File: src/rtl/fft_pkg.sv
// Shared constants for the FFT butterfly blocks: default widths, twiddle unity and
// saturation limits.
package fft_pkg;
  localparam int DEF_NBITS   = 16;
  localparam int DEF_TW_FRAC = 14;
  localparam int TW_ONE      = 1 << DEF_TW_FRAC;
  localparam int SAT_MAX     = (1 << (DEF_NBITS - 1)) - 1;
  localparam int SAT_MIN     = -(1 << (DEF_NBITS - 1));
endpackage

File: src/rtl/bfly_round_sat.sv
// Round-half-up arithmetic right shift by SHIFT, then saturate to a signed NBITS result.
// sat reports that the clamp was applied.
module bfly_round_sat
  import fft_pkg::*;
#(
  parameter int IN_W  = 18,
  parameter int SHIFT = 1,
  parameter int NBITS = DEF_NBITS
) (
  input  logic signed [IN_W-1:0]  din,
  output logic signed [NBITS-1:0] dout,
  output logic                    sat
);
  localparam int RW = IN_W + 1;
  localparam logic signed [RW-1:0] ONE  = 1;
  localparam logic signed [RW-1:0] MAXV = (ONE <<< (NBITS - 1)) - ONE;
  localparam logic signed [RW-1:0] MINV = -(ONE <<< (NBITS - 1));

  logic signed [RW-1:0] ext;
  logic signed [RW-1:0] shifted;

  // One guard bit keeps the rounding constant from overflowing the input range
  assign ext = RW'(din);

  generate
    if (SHIFT > 0) begin : g_round
      logic signed [RW-1:0] rounded;
      assign rounded = ext + (ONE <<< (SHIFT - 1));
      assign shifted = rounded >>> SHIFT;
    end else begin : g_pass
      assign shifted = ext;
    end
  endgenerate

  always_comb begin
    sat  = 1'b0;
    dout = shifted[NBITS-1:0];
    if (shifted > MAXV) begin
      sat  = 1'b1;
      dout = MAXV[NBITS-1:0];
    end else if (shifted < MINV) begin
      sat  = 1'b1;
      dout = MINV[NBITS-1:0];
    end
  end
endmodule

File: src/rtl/ifft_butterfly_dif.sv
// Three-stage DIF inverse butterfly: X = (A+B)*s, Y = (A-B)*conj(W)*s with valid/ready flow.
// Define IFFT_BFLY_SCALE_EN for s = 1/2 per butterfly; otherwise s = 1.
module ifft_butterfly_dif
  import fft_pkg::*;
#(
  parameter int NBITS   = DEF_NBITS,
  parameter int TW_FRAC = DEF_TW_FRAC
) (
  input  logic                    clk,
  input  logic                    rst,
  input  logic                    in_valid,
  output logic                    in_ready,
  input  logic signed [NBITS-1:0] Ar,
  input  logic signed [NBITS-1:0] Ai,
  input  logic signed [NBITS-1:0] Br,
  input  logic signed [NBITS-1:0] Bi,
  input  logic signed [NBITS-1:0] Wr,
  input  logic signed [NBITS-1:0] Wi,
  output logic                    out_valid,
  input  logic                    out_ready,
  output logic signed [NBITS-1:0] Xr,
  output logic signed [NBITS-1:0] Xi,
  output logic signed [NBITS-1:0] Yr,
  output logic signed [NBITS-1:0] Yi,
  output logic                    sat_flag,
  input  logic                    clear_sat
);
`ifdef IFFT_BFLY_SCALE_EN
  localparam int SCALE = 1;
`else
  localparam int SCALE = 0;
`endif
  localparam int DW = NBITS + 1;
  localparam int PW = 2 * NBITS + 1;
  localparam int SW = 2 * NBITS + 2;
  localparam int K  = TW_FRAC + SCALE;

  logic advance;
  logic v1, v2;
  logic signed [DW-1:0]    s1_sr, s1_si, s1_dr, s1_di;
  logic signed [NBITS-1:0] s1_wr, s1_wi;
  logic signed [DW-1:0]    s2_sr, s2_si;
  logic signed [PW-1:0]    s2_prr, s2_pii, s2_pir, s2_pri;
  logic signed [SW-1:0]    yr_full, yi_full;
  logic signed [NBITS-1:0] xr_n, xi_n, yr_n, yi_n;
  logic [3:0]              sat_c;

  // The whole pipeline freezes while a result sits unaccepted at the output
  assign advance  = !out_valid || out_ready;
  assign in_ready = advance;

  always_ff @(posedge clk or posedge rst) begin
    if (rst) begin
      v1 <= 1'b0;
      v2 <= 1'b0;
    end else if (advance) begin
      v1 <= in_valid;
      v2 <= v1;
    end
  end

  always_ff @(posedge clk) begin
    if (advance && in_valid) begin
      s1_sr <= DW'(Ar) + DW'(Br);
      s1_si <= DW'(Ai) + DW'(Bi);
      s1_dr <= DW'(Ar) - DW'(Br);
      s1_di <= DW'(Ai) - DW'(Bi);
      s1_wr <= Wr;
      s1_wi <= Wi;
    end
    if (advance && v1) begin
      s2_sr  <= s1_sr;
      s2_si  <= s1_si;
      s2_prr <= PW'(s1_dr) * PW'(s1_wr);
      s2_pii <= PW'(s1_di) * PW'(s1_wi);
      s2_pir <= PW'(s1_di) * PW'(s1_wr);
      s2_pri <= PW'(s1_dr) * PW'(s1_wi);
    end
  end

  // Multiplying by conj(W) flips the sign of the Wi cross terms
  assign yr_full = SW'(s2_prr) + SW'(s2_pii);
  assign yi_full = SW'(s2_pir) - SW'(s2_pri);

  bfly_round_sat #(.IN_W(DW), .SHIFT(SCALE), .NBITS(NBITS)) u_rs_xr (.din(s2_sr),   .dout(xr_n), .sat(sat_c[0]));
  bfly_round_sat #(.IN_W(DW), .SHIFT(SCALE), .NBITS(NBITS)) u_rs_xi (.din(s2_si),   .dout(xi_n), .sat(sat_c[1]));
  bfly_round_sat #(.IN_W(SW), .SHIFT(K),     .NBITS(NBITS)) u_rs_yr (.din(yr_full), .dout(yr_n), .sat(sat_c[2]));
  bfly_round_sat #(.IN_W(SW), .SHIFT(K),     .NBITS(NBITS)) u_rs_yi (.din(yi_full), .dout(yi_n), .sat(sat_c[3]));

  // A saturation being loaded this edge outranks a simultaneous clear request
  always_ff @(posedge clk or posedge rst) begin
    if (rst) begin
      out_valid <= 1'b0;
      Xr        <= '0;
      Xi        <= '0;
      Yr        <= '0;
      Yi        <= '0;
      sat_flag  <= 1'b0;
    end else begin
      if (advance) begin
        out_valid <= v2;
        if (v2) begin
          Xr <= xr_n;
          Xi <= xi_n;
          Yr <= yr_n;
          Yi <= yi_n;
        end
      end
      sat_flag <= (advance && v2 && (|sat_c)) || (sat_flag && !clear_sat);
    end
  end
endmodule
File: config.mk
export PLATFORM = sky130hd
export DESIGN_NAME = ifft_butterfly_dif
export DESIGN_NICKNAME = d
export VERILOG_FILES = /design/src/rtl/fft_pkg.sv /design/src/rtl/bfly_round_sat.sv /design/src/rtl/ifft_butterfly_dif.sv
export SDC_FILE = /design/constraint.sdc
export NUM_CORES = 2
export LEC_CHECK = 0
export CAP_MARGIN = 20
export CORE_MARGIN = 2
export CORE_UTILIZATION = 50
export CTS_CLUSTER_DIAMETER = 150
export CTS_CLUSTER_SIZE = 40
export DETAILED_ROUTE_END_ITERATION = 12
export PLACE_DENSITY = 0.67
export SLEW_MARGIN = 20
export SYNTH_ARGS = -nofsm -noshare
export SYNTH_HDL_FRONTEND = slang
export SYNTH_SLANG_ARGS = --single-unit
File: constraint.sdc
create_clock -name clk -period 13.7 [get_ports clk]
set_input_delay 1.37 -clock clk [delete_from_list [all_inputs] [get_ports clk]]
set_output_delay 1.37 -clock clk [all_outputs]
set_load 0.005 [all_outputs]
# Word-level counts from Yosys, hierarchy flattened
# Cells that the tools add are included.
# op_classes
div_mod_pow,0
n_bitwise,0
shift,0
n_addsub,8
n_lt_le_gt_ge,8
multipliers,4
eq_ne,0
muxes,16
n_reduce_logical,11
# op_table
op,count
multiplier 17 x 16 -> 33 bit,4
two-way mux 16 bit,8
"adder 34 x 15 -> 35 bit, second input constant",2
"greater-than comparator 21 x 16 -> 1 bit, second input constant",2
"< comparator 21 x 16 -> 1 bit, second input constant",2
adder 16 x 16 -> 17 bit,2
adder 33 x 33 -> 34 bit,1
"greater-than comparator 17 x 16 -> 1 bit, second input constant",2
"< comparator 17 x 16 -> 1 bit, second input constant",2
subtractor 16 x 16 -> 17 bit,2
subtractor 33 x 33 -> 34 bit,1
two-way mux 1 bit,8
logical AND 1 bit,5
OR reduction 4 bit,1
zero test 1 bit,2
logical OR 1 bit,2
AND reduction 2 bit,1
# totals
mem_bits_ro,0
mem_bits_rw,0
ff_bits,334
latchBits,0
mem_count,0

# Depth between registers and ports, before layout
# logic_depth
ltp_word,8
depth_mapped,27

# Hierarchy
# Synthesis repeated with hierarchy kept, for this count alone.
# unflattened
hier_cells,6198
area_unflattened_um2,59688.5
# modules_own_cells
mod,n_inst,seq_area_each_um2,area_per_inst_um2,cells_per_inst
ifft_butterfly_dif,1,9629.2,57591.5,5848
bfly_round_sat (u_rs_yi ...),2,0.0,779.5,124
bfly_round_sat (u_rs_xi ...),2,0.0,269.0,51

# Least setup slack after synthesis
# No wires, ideal clock.
# synth_path
kind,register to register
startpoint,reg s1_wr[1]
endpoint,reg s2_prr[32] (data pin)
setup_slack_ps,7089
path_stages_with_launch,24
t_arrival_ps,6345
setup_time_ps,266
n_path_buf,1
cell_sequence,edfxtp_1 -> clkbuf_1 -> nand2_1 -> fa_1 -> fa_1 -> fa_1 -> inv_1 -> fa_1 -> fa_1 -> inv_1 -> fa_1 -> inv_1 -> ha_1 -> a21o_1 -> a21o_1 -> a211o_1 -> a31oi_1 -> a21oi_1 -> nor3b_1 -> o31ai_1 -> o41ai_1 -> nor2_1 -> a2111oi_2 -> xnor2_1
# synth_via
elab_chain_len,1
# synth_lines
item,line_no,text
"start, declared",ifft_butterfly_dif.sv:41,"logic signed [NBITS-1:0] s1_wr, s1_wi;"
"start signal, assigned",ifft_butterfly_dif.sv:68,s1_wr <= Wr;
multiplier 17 x 16 -> 33 bit,ifft_butterfly_dif.sv:74,s2_prr <= PW'(s1_dr) * PW'(s1_wr);
"end signal, assigned",ifft_butterfly_dif.sv:74,
"end, declared",ifft_butterfly_dif.sv:43,"logic signed [PW-1:0] s2_prr, s2_pii, s2_pir, s2_pri;"
# No other way between the ends.
# A chain may end at the register's enable or synchronous reset.

# Final worst setup path
# layout_path
startpoint,reg s1_wi[15]
endpoint,reg s2_pii[31] (data pin)
# layout_via
elab_chain_len,1
# layout_lines
item,line_no,text
"start, declared",ifft_butterfly_dif.sv:41,
"start signal, assigned",ifft_butterfly_dif.sv:69,s1_wi <= Wi;
multiplier 17 x 16 -> 33 bit,ifft_butterfly_dif.sv:75,s2_pii <= PW'(s1_di) * PW'(s1_wi);
"end signal, assigned",ifft_butterfly_dif.sv:75,
"end, declared",ifft_butterfly_dif.sv:43,
# No other way between the ends.

==> reports/qor.yml <==
status: "completed"
rr_endpoint: "s2_pii[31]"
clk_latency_ns: 0.63
reg2reg_depth: 23
synthCells: 5922
die_h_um: 345
drt_first_pass_iters: 6
synthesis.nets: 7659
cp_data_required_time_ns: 14.10
crit_start: "s1_wi[15]"
antenna_found_initial: 5
tns_ns: 0
grt_pass1_vias: 41830
overflow: 0
finalSetupViolCount: 0
path_class: "reg2reg"
cts.sinks: 332
post-route-util_pct: 53.9
post_cts_buffers: 0
start_util_pct: 50.6
route.detailed.drc: 0
ys.flop_type: "edfxtp_1"
wl_per_cell_um: 18.5
core_area_sq_um: 115000
maxSlewViolCount: 0
timing.final.crit_share_pct: 58.8
r2r-start: "s1_wi[15]"
drive_above_1_share_pct: 2.40
clk_pin_slew_ns: 0.15
skew_ns: 0.0662
cp-end-kind: "register"
synth_top_cells_by_count: "inv_1 (1,335), fa_1 (1,108), nand2_1 (626)"
cp_max_fo: 15
slew_headroom_pct: 30.4
max_clock_freq_mhz: 124
synth.avg_cell_area_sq_um: 9.80
yosysTopAreaCell: "fa_1"
cap_violations: 0
hold_class: "reg2reg"
io_buffers: 167
vias: 39958
r2r_slack_ns: 5.65
worst_pin_slew_ns: 1.04
finalHoldViolCount: 0
synth_cell_type_count: 84
gp_congestion: 0.892
cts_resized: 0
cts_tree: "yes"
synthTopCellsByArea: "fa_1 (38%), edfxtp_1 (14%), ha_1 (11%)"
totalWireLength_mm: 138
arrival_ns: 8.45
hold_buffers: 0
io_pins: 168
htreeDepth: 1
synth_edf_count: 264
netlist.area_leader.share_pct: 38.2
grt_max_degree: 78
nets: 7678
endpoint: "s2_pii[31]"
synth_seq_cells: 332
syn_area_sq_um: 58000
dieWidth_um: 345
period_needed_ns: 8.05
area_growth_pct: 6.62
place_hpwl_mm: 106
async_flop_share_pct: 20.5
grt_setup_unrepaired: "no"
clock_path_buffers: 3
ys_seq_area_share_pct: 16.6
root_buffer: "clkbuf_16"
row_count: 124
track_usage_pct: 24.4
vias_per_cell: 5.35
ys_warn_count: 0
drt.antenna.violating_nets: 0
yosysMostFrequentCell: "inv_1"
die-area_sq_um: 119000
drt_iter0_markers: 2840
grt_first_pass_wirelength_mm: 227
start_kind: "register"
numCtsBuffers: 16
-- kinds of logic (layout without fill, tap and decap cells) --
| family | after synthesis | count (layout) | synth area share (%) |
|---|---|---|---|
| AOI/OAI and AO/OA | 627 | 627 | 7.04 |
| xor gates and xnor gates | 225 | 225 | 3.40 |
| adders and majority gates | 1636 | 1636 | 49.6 |
| buffers and inverters | 1576 | 1605 | 10.2 |
| DFF | 332 | 332 | 16.6 |
| muxes | 3 | 3 | 0.0582 |
| other | 0 | 3 | 0 |
| and+or+nand+nor | 1523 | 1523 | 13.1 |
-- state kept, by name (all words and copies together) (netlist names) --
signal,cells
out_valid,1
s2_pii,33
Xr,16
Yi,16
v2,1
s1_wr,16
s2_prr,33
s2_pri,33
s2_si,17
s1_di,16
s2_pir,33
Yr,16
sat_flag,1
s1_wi,16
Xi,16
s1_sr,16
s1_si,17
s1_dr,17
s2_sr,17
v1,1
-- metal layers --
metal / track usage (%) / vias up / part of all wire [%]
met5: 0 / - / 0.029
met4: 6.75 / 6 / 3.1
met3: 2.47 / 163 / 6.1
met2: 40.2 / 1167 / 47
met1: 34.6 / 20545 / 44
li1: - / 18077 / -
-- worst min-delay path by stage --
stage	cells past startpoint	to	startpoint	slack, ns
4_1_cts	0	s2_sr[5]	s1_sr[5]	0.41
3_3_place_gp	0	s2_si[6]	s1_si[6]	0.40
2_1_floorplan	0	s2_si[10]	s1_si[10]	0.40
5_1_grt	0	s2_sr[5]	s1_sr[5]	0.42
3_5_place_dp	0	s2_si[3]	s1_si[3]	0.40
6_report	0	s2_sr[5]	s1_sr[5]	0.42
-- final cells by class --
| type | instances | area [sq um] |
|---|---|---|
| clock inverters | 9 | 184 |
| flip-flops and latches | 332 | 9630 |
| repair buffers | 240 | 2240 |
| well taps | 1512 | 1890 |
| diodes | 3 | 7.51 |
| inverters | 1337 | 5020 |
| clock buffers | 19 | 412 |
| multi-input cells | 4014 | 42500 |
| fillers | 10298 | 52800 |
-- through the flow --
stage / cell area [sq um] / setup slack (ns) / hold slack [ns] / instances
2_1_floorplan: 58000 / 7.09 / 0.400 / 5922
3_3_place_gp: 61200 / 6.04 / 0.402 / 7432
3_5_place_dp: 61200 / 5.81 / 0.405 / 7432
4_1_cts: 61800 / 5.79 / 0.414 / 7460
5_1_grt: 61900 / 5.41 / 0.417 / 7464
6_report: 61900 / 5.65 / 0.416 / 7466
-- placed cells by master (no fill, tap or decap), drive strengths merged, types with 8 or more instances in the layout --
| cell type | instances |
|---|---|
| inv | 1339 |
| fa | 1108 |
| nand2 | 626 |
| and2 | 530 |
| ha | 528 |
| edfxtp | 264 |
| xnor2 | 179 |
| nor2 | 168 |
| clkdlybuf4s50 | 167 |
| o21ai | 165 |
| a21oi | 164 |
| a21o | 90 |
| buf | 73 |
| dfrtp | 68 |
| xor2 | 46 |
| nand2b | 39 |
| o21bai | 38 |
| nand3 | 31 |
| nor2b | 25 |
| o21a | 24 |
| nor3 | 22 |
| and3 | 19 |
| clkbuf | 19 |
| a221o | 17 |
| a31oi | 17 |
| a211oi | 16 |
| nand4 | 14 |
| or3 | 11 |
| o2111ai | 8 |
| o211ai | 8 |
| or2 | 8 |
| a21boi | 8 |
-- worst max-delay path: stages (launching register included) --
cell	delay, ns
edfxtp_1	0.76
clkinv_1	0.69
buf_4	0.43
nor2_1	0.14
fa_1	0.44
fa_1	0.52
fa_1	0.43
fa_1	0.47
fa_1	0.49
inv_1	0.05
fa_1	0.47
inv_1	0.04
ha_1	0.37
nand3_1	0.13
nor2_1	0.17
nand3_1	0.12
nor3_1	0.18
or2_1	0.17
o31ai_1	0.20
a2111oi_0	0.78
o21ai_0	0.31
o21ai_0	0.24
a21oi_1	0.11
xnor2_1	0.12
Power is not shown: default switching activity piles up to over one toggle a cycle in this logic, so the estimate is an artifact.
